File: src/rtl/pong_match_ctrl.sv
// Two-player Pong match sequencer: synchronizes point/start lines, arbitrates
// points, drives score-counter pulses, serve hold-off, win detection and blink.
module pong_match_ctrl #(
    parameter int SYNC_STAGES  = 2,
    parameter int HOLD_CYCLES  = 50000000,
    parameter int WIN_SCORE    = 11,
    parameter int BLINK_CYCLES = 12500000
) (
    input  logic       clk,
    input  logic       rst,
    input  logic       pt_a_in,
    input  logic       pt_b_in,
    input  logic       start_in,
    output logic       incr_a,
    output logic       incr_b,
    output logic       score_clr,
    output logic       serve_en,
    output logic       serve_dir,
    output logic       game_over,
    output logic       winner,
    output logic       disp_blank,
    output logic [1:0] state_o
);

    localparam int SCORE_W = $clog2(WIN_SCORE + 1);
    localparam int HOLD_W  = (HOLD_CYCLES > 1) ? $clog2(HOLD_CYCLES) : 1;
    localparam int BLINK_W = (BLINK_CYCLES > 1) ? $clog2(BLINK_CYCLES) : 1;

    localparam logic [HOLD_W-1:0]  HOLD_LOAD  = HOLD_W'(HOLD_CYCLES - 1);
    localparam logic [BLINK_W-1:0] BLINK_LOAD = BLINK_W'(BLINK_CYCLES - 1);
    localparam logic [SCORE_W-1:0] SCORE_MAX  = SCORE_W'(WIN_SCORE);
    localparam logic [SCORE_W-1:0] SCORE_LAST = SCORE_W'(WIN_SCORE - 1);

    typedef enum logic [1:0] {
        IDLE = 2'b00,
        HOLD = 2'b01,
        PLAY = 2'b10,
        OVER = 2'b11
    } state_t;

    // Bit 0 = point A, bit 1 = point B, bit 2 = start.
    logic [2:0] async_vec;
    logic [2:0] level;
    logic [2:0] prev_reg;
    logic [2:0] evt;

    assign async_vec = {start_in, pt_b_in, pt_a_in};

    generate
        for (genvar gi = 0; gi < 3; gi++) begin : g_sync
            logic [SYNC_STAGES-1:0] sync_reg;
            always_ff @(posedge clk or posedge rst) begin
                if (rst) begin
                    sync_reg <= '0;
                end else begin
                    sync_reg <= {sync_reg[SYNC_STAGES-2:0], async_vec[gi]};
                end
            end
            assign level[gi] = sync_reg[SYNC_STAGES-1];
        end
    endgenerate

    always_ff @(posedge clk or posedge rst) begin
        if (rst) begin
            prev_reg <= '0;
        end else begin
            prev_reg <= level;
        end
    end

    assign evt = level & ~prev_reg;

    state_t               state_reg;
    logic [SCORE_W-1:0]   score_a_reg;
    logic [SCORE_W-1:0]   score_b_reg;
    logic [HOLD_W-1:0]    hold_cnt_reg;
    logic [BLINK_W-1:0]   blink_cnt_reg;
    logic                 incr_a_reg;
    logic                 incr_b_reg;
    logic                 score_clr_reg;
    logic                 serve_en_reg;
    logic                 serve_dir_reg;
    logic                 game_over_reg;
    logic                 winner_reg;
    logic                 disp_blank_reg;

    // Simultaneous points go to the trailing player; ties favour A.
    logic grant_a;
    logic grant_b;
    assign grant_a = evt[0] & (~evt[1] | (score_a_reg <= score_b_reg));
    assign grant_b = evt[1] & ~grant_a;

    logic [SCORE_W-1:0] score_a_inc;
    logic [SCORE_W-1:0] score_b_inc;
    assign score_a_inc = (score_a_reg == SCORE_MAX) ? score_a_reg : score_a_reg + 1'b1;
    assign score_b_inc = (score_b_reg == SCORE_MAX) ? score_b_reg : score_b_reg + 1'b1;

    always_ff @(posedge clk or posedge rst) begin
        if (rst) begin
            state_reg      <= IDLE;
            score_a_reg    <= '0;
            score_b_reg    <= '0;
            hold_cnt_reg   <= '0;
            blink_cnt_reg  <= '0;
            incr_a_reg     <= 1'b0;
            incr_b_reg     <= 1'b0;
            score_clr_reg  <= 1'b0;
            serve_en_reg   <= 1'b0;
            serve_dir_reg  <= 1'b0;
            game_over_reg  <= 1'b0;
            winner_reg     <= 1'b0;
            disp_blank_reg <= 1'b0;
        end else begin
            incr_a_reg    <= 1'b0;
            incr_b_reg    <= 1'b0;
            score_clr_reg <= 1'b0;
            if (evt[2]) begin
                // Start or restart from any state; outranks a same-cycle point.
                score_clr_reg  <= 1'b1;
                score_a_reg    <= '0;
                score_b_reg    <= '0;
                serve_dir_reg  <= 1'b0;
                serve_en_reg   <= 1'b0;
                game_over_reg  <= 1'b0;
                disp_blank_reg <= 1'b0;
                hold_cnt_reg   <= HOLD_LOAD;
                state_reg      <= HOLD;
            end else begin
                case (state_reg)
                    IDLE: begin
                    end
                    HOLD: begin
                        if (hold_cnt_reg == '0) begin
                            state_reg    <= PLAY;
                            serve_en_reg <= 1'b1;
                        end else begin
                            hold_cnt_reg <= hold_cnt_reg - 1'b1;
                        end
                    end
                    PLAY: begin
                        if (grant_a || grant_b) begin
                            serve_en_reg  <= 1'b0;
                            incr_a_reg    <= grant_a;
                            incr_b_reg    <= grant_b;
                            serve_dir_reg <= grant_a;
                            if (grant_a) begin
                                score_a_reg <= score_a_inc;
                            end else begin
                                score_b_reg <= score_b_inc;
                            end
                            if ((grant_a && score_a_reg == SCORE_LAST) ||
                                (grant_b && score_b_reg == SCORE_LAST)) begin
                                state_reg      <= OVER;
                                game_over_reg  <= 1'b1;
                                winner_reg     <= grant_b;
                                disp_blank_reg <= 1'b0;
                                blink_cnt_reg  <= BLINK_LOAD;
                            end else begin
                                state_reg    <= HOLD;
                                hold_cnt_reg <= HOLD_LOAD;
                            end
                        end
                    end
                    OVER: begin
                        if (blink_cnt_reg == '0) begin
                            disp_blank_reg <= ~disp_blank_reg;
                            blink_cnt_reg  <= BLINK_LOAD;
                        end else begin
                            blink_cnt_reg <= blink_cnt_reg - 1'b1;
                        end
                    end
                    default: state_reg <= IDLE;
                endcase
            end
        end
    end

    assign incr_a     = incr_a_reg;
    assign incr_b     = incr_b_reg;
    assign score_clr  = score_clr_reg;
    assign serve_en   = serve_en_reg;
    assign serve_dir  = serve_dir_reg;
    assign game_over  = game_over_reg;
    assign winner     = winner_reg;
    assign disp_blank = disp_blank_reg;
    assign state_o    = state_reg;

endmodule

File: config.mk
export PLATFORM = sky130hd
export DESIGN_NAME = pong_match_ctrl
export DESIGN_NICKNAME = d
export VERILOG_FILES = /design/src/rtl/pong_match_ctrl.sv
export SDC_FILE = /design/constraint.sdc
export NUM_CORES = 1
export LEC_CHECK = 0
export BUFFER_PORTS_ARGS = -buffer_cell sky130_fd_sc_hd__buf_2
export CORE_ASPECT_RATIO = 0.75
export CORE_MARGIN = 2
export CORE_UTILIZATION = 45
export DETAILED_ROUTE_END_ITERATION = 16
export PLACE_DENSITY = 0.6
export SYNTH_ARGS = -nofsm -noshare
export SYNTH_HDL_FRONTEND = slang
export SYNTH_SLANG_ARGS = --single-unit
File: constraint.sdc
create_clock -name clk -period 4.7 [get_ports clk]
set_input_delay 0.94 -clock clk [delete_from_list [all_inputs] [get_ports clk]]
set_output_delay 0.94 -clock clk [all_outputs]
set_load 0.05 [all_outputs]
==> key figures <==
Status
  • Outcome: completed

Critical path
  • Buffers & Inverters on Critical Path: 1
  • Worst path max stage delay: 640 ps
  • Slowest cell on the critical path: o21ai_1
  • CP required: 4920 ps
  • Crit path DAT: 3520 ps
  • CP Capture Type: register
  • Worst setup SP type: register
  • Setup CP Type: reg -> reg
  • Max FO, Critical Path: 12
  • Top delay family on crit path: compound AO/OA/AOI/OAI gates
  • Critical Path, Cell by Cell: inv_1, ha_1, nor2b_1, o211a_1, o21ai_1, mux2_2, a21oi_1, mux2_1

Synthesis
  • EDFF count, synth: 0
  • Fraction of registers with async set or reset after synthesis: 100%
  • Netlist cell types: 61
  • Primary FF master, synth: dfrtp_1
  • Yosys reg bits: 77
  • Yosys warning count: 0
  • Cell taking the most area after synthesis: dfrtp_1
  • Mapped Avg Cell Area: 9.19 um2
  • Seq/Total Area, Yosys: 46.0%
  • Syn_nets: 472
  • Synth top area cells: dfrtp_1, nor2_1, o31ai_1, nand2_1, ha_1
  • Area fraction of the dominant cell type after synthesis: 46.0%
  • Synth Instances: 456
  • Synthesized area: 4190 um2

Power
  • Max IR drop VDD: 0.275 mV
  • PwrDens: 559 nW/um2
  • Leakage: 1.99 nW
  • Final Power: 0.00260 W

Die
  • DIE AREA: 10100 um2
  • Row count: 30
  • IO Count: 15
  • Die Span Y: 87.6 um
  • Die X: 115 um
  • Initial core utilization: 46.3%
  • Core area: 9050 um2

STA
  • Fmax: 0.303 GHz
  • Pins Over Slew Limit: 0
  • Post-route minimum period: 3300 ps
  • Final period utilization: 70.2%
  • Slew @ Worst Pin: 1090 ps
  • Slew margin rel.: 27.1%
  • Setup Total Neg Slack: 0 ps
  • # setup viols final: 0
  • RSZ-0062 raised after global routing: no
  • Max Clock Skew: 7.70 ps
  • Final hold vios: 0

Clocking
  • Root Driver: clkbuf_16
  • Max clock buf depth: 2
  • Setup repair bufs after CTS: 0
  • Num CTS Buffers: 9
  • Cts-stage hold buffer count: 0
  • TritonCTS Sinks: 77
  • TritonCTS clock tree: built
  • PostCTS Resize Cnt: 0
  • H-Tree Depth: 3
  • Worst-path clk slew: 60 ps
  • Worst-skew pair later-pin latency: 340 ps

Global routing
  • Global Route met3 Usage: 6.09%
  • GR Util met1: 30.1%
  • Most Crowded Layer GR: met1
  • Number of global-route vias before repair: 3194
  • GR Util met2: 29.5%
  • Antenna violations before repair: 0
  • GRT Overall Usage: 20.5%
  • Global route total overflow: 0
  • Pin count of the biggest net entering global routing: 58
  • First-pass GRT wire length: 16100 um

Drt
  • Drt first-iter violations: 358
  • Final wirelength: 9610 um
  • Routed WL per cell: 16.1 um
  • Routed vias/inst: 5.88
  • Drt pass-1 iters: 5
  • Vias: 3516
  • DR DRC count: 0
  • Post-DRT Antenna Nets: 0

Placement
  • Buffers on Ports: 14
  • Final GP Congestion: 0.819
  • Hpwl dp: 6520 um

Cells and area
  • Final net count: 482
  • Layout cells sized above 1: 8.51%
  • Max reg flops: 26
  • Area Overhead vs Synth: 10.9%
  • Most common cell after layout, fill and taps aside: dfrtp_1
  • Most frequent cells in the layout: dfrtp_1, nor2_1, nand2_1, a21oi_1, o31ai_1
  • ANT cells: 0

Min path
  • Hold Path Class: reg -> reg

Run
  • Max Cap Viol: 0
-- Yosys cell counts (all sizes together), types with 4 or more instances --
library cell   n
a211oi         6
nand2         40
nand3         14
a31oi          8
ha            11
nor4          13
nor3          21
nand4          4
or4            9
mux2i          7
nor2b          7
xnor2          4
o21ai         19
o41ai          5
a21o          12
clkbuf        15
o21a           5
or3            8
o31ai         23
dfrtp         77
and2           4
inv           19
a21oi         26
nor2          46
nand2b         6
-- stage by stage --
step | area [um2] | instances | worst slack (ps) | hold slack, ps | utilization (%)
2_1_floorplan | 4190 | 456 | 1790 | 331 | -
3_3_place_gp | 4370 | 583 | 1550 | 333 | 48.3
3_5_place_dp | 4370 | 583 | 1420 | 339 | 48.3
4_1_cts | 4650 | 598 | 1380 | 353 | 51.4
5_1_grt | 4650 | 598 | 1210 | 368 | 51.4
6_report | 4650 | 598 | 1400 | 350 | 51.4
-- layer usage --
| layer | wire (um) | up-vias |
|---|---|---|
| met4 | 121 | 0 |
| li1 | - | 1719 |
| met2 | 4080 | 74 |
| met5 | 0 | - |
| met3 | 398 | 12 |
| met1 | 5010 | 1711 |
-- worst paths after layout --
path,from,end,slack [ps],cells past startpoint
min in group asynchronous,rst,hold_cnt_reg[6]$_DFFE_PP0P_,800,2
max reg2reg,score_b_reg[1]$_DFFE_PP0P_,blink_cnt_reg[1]$_DFFE_PP0P_,1400,8
max in group asynchronous,rst,incr_b$_DFF_PP0_,3040,3
min reg2reg,g_sync[2].sync_reg[0]$_DFF_PP0_,g_sync[2].sync_reg[1]$_DFF_PP0_,350,0
min,g_sync[2].sync_reg[0]$_DFF_PP0_,g_sync[2].sync_reg[1]$_DFF_PP0_,350,0
max,score_b_reg[1]$_DFFE_PP0P_,blink_cnt_reg[1]$_DFFE_PP0P_,1400,8
-- kinds of logic (layout without fill, tap and decap cells) --
group	Yosys count	after routing	synth area share, %
compound gates	133	133	21.9
fa+ha+maj	11	11	3.29
simple gates	183	183	21.9
flops	77	77	46.0
buf+inv	37	51	3.43
mux	9	9	2.21
xor+xnor	6	6	1.25
-- where the power goes --
part | leakage (nW) | switching (W) | total [W] | internal (W)
logic | 0.904 | 0.000585 | 0.000903 | 0.000319
clock network | 0.131 | 0.000278 | 0.000648 | 0.000370
registers | 0.951 | 0.000212 | 0.00105 | 0.000835
total | 1.99 | 0.00107 | 0.00260 | 0.00152
-- final cells by class --
class | instances | area [um2]
clock buffers | 10 | 239
clock inverters | 5 | 37.5
fillers | 850 | 4400
inverters | 19 | 72.6
multi-input cells | 342 | 2120
flip-flops and latches | 77 | 1930
well taps | 128 | 160
repair buffers | 17 | 92.6
No activity file was read; power rests on OpenSTA's default activity.
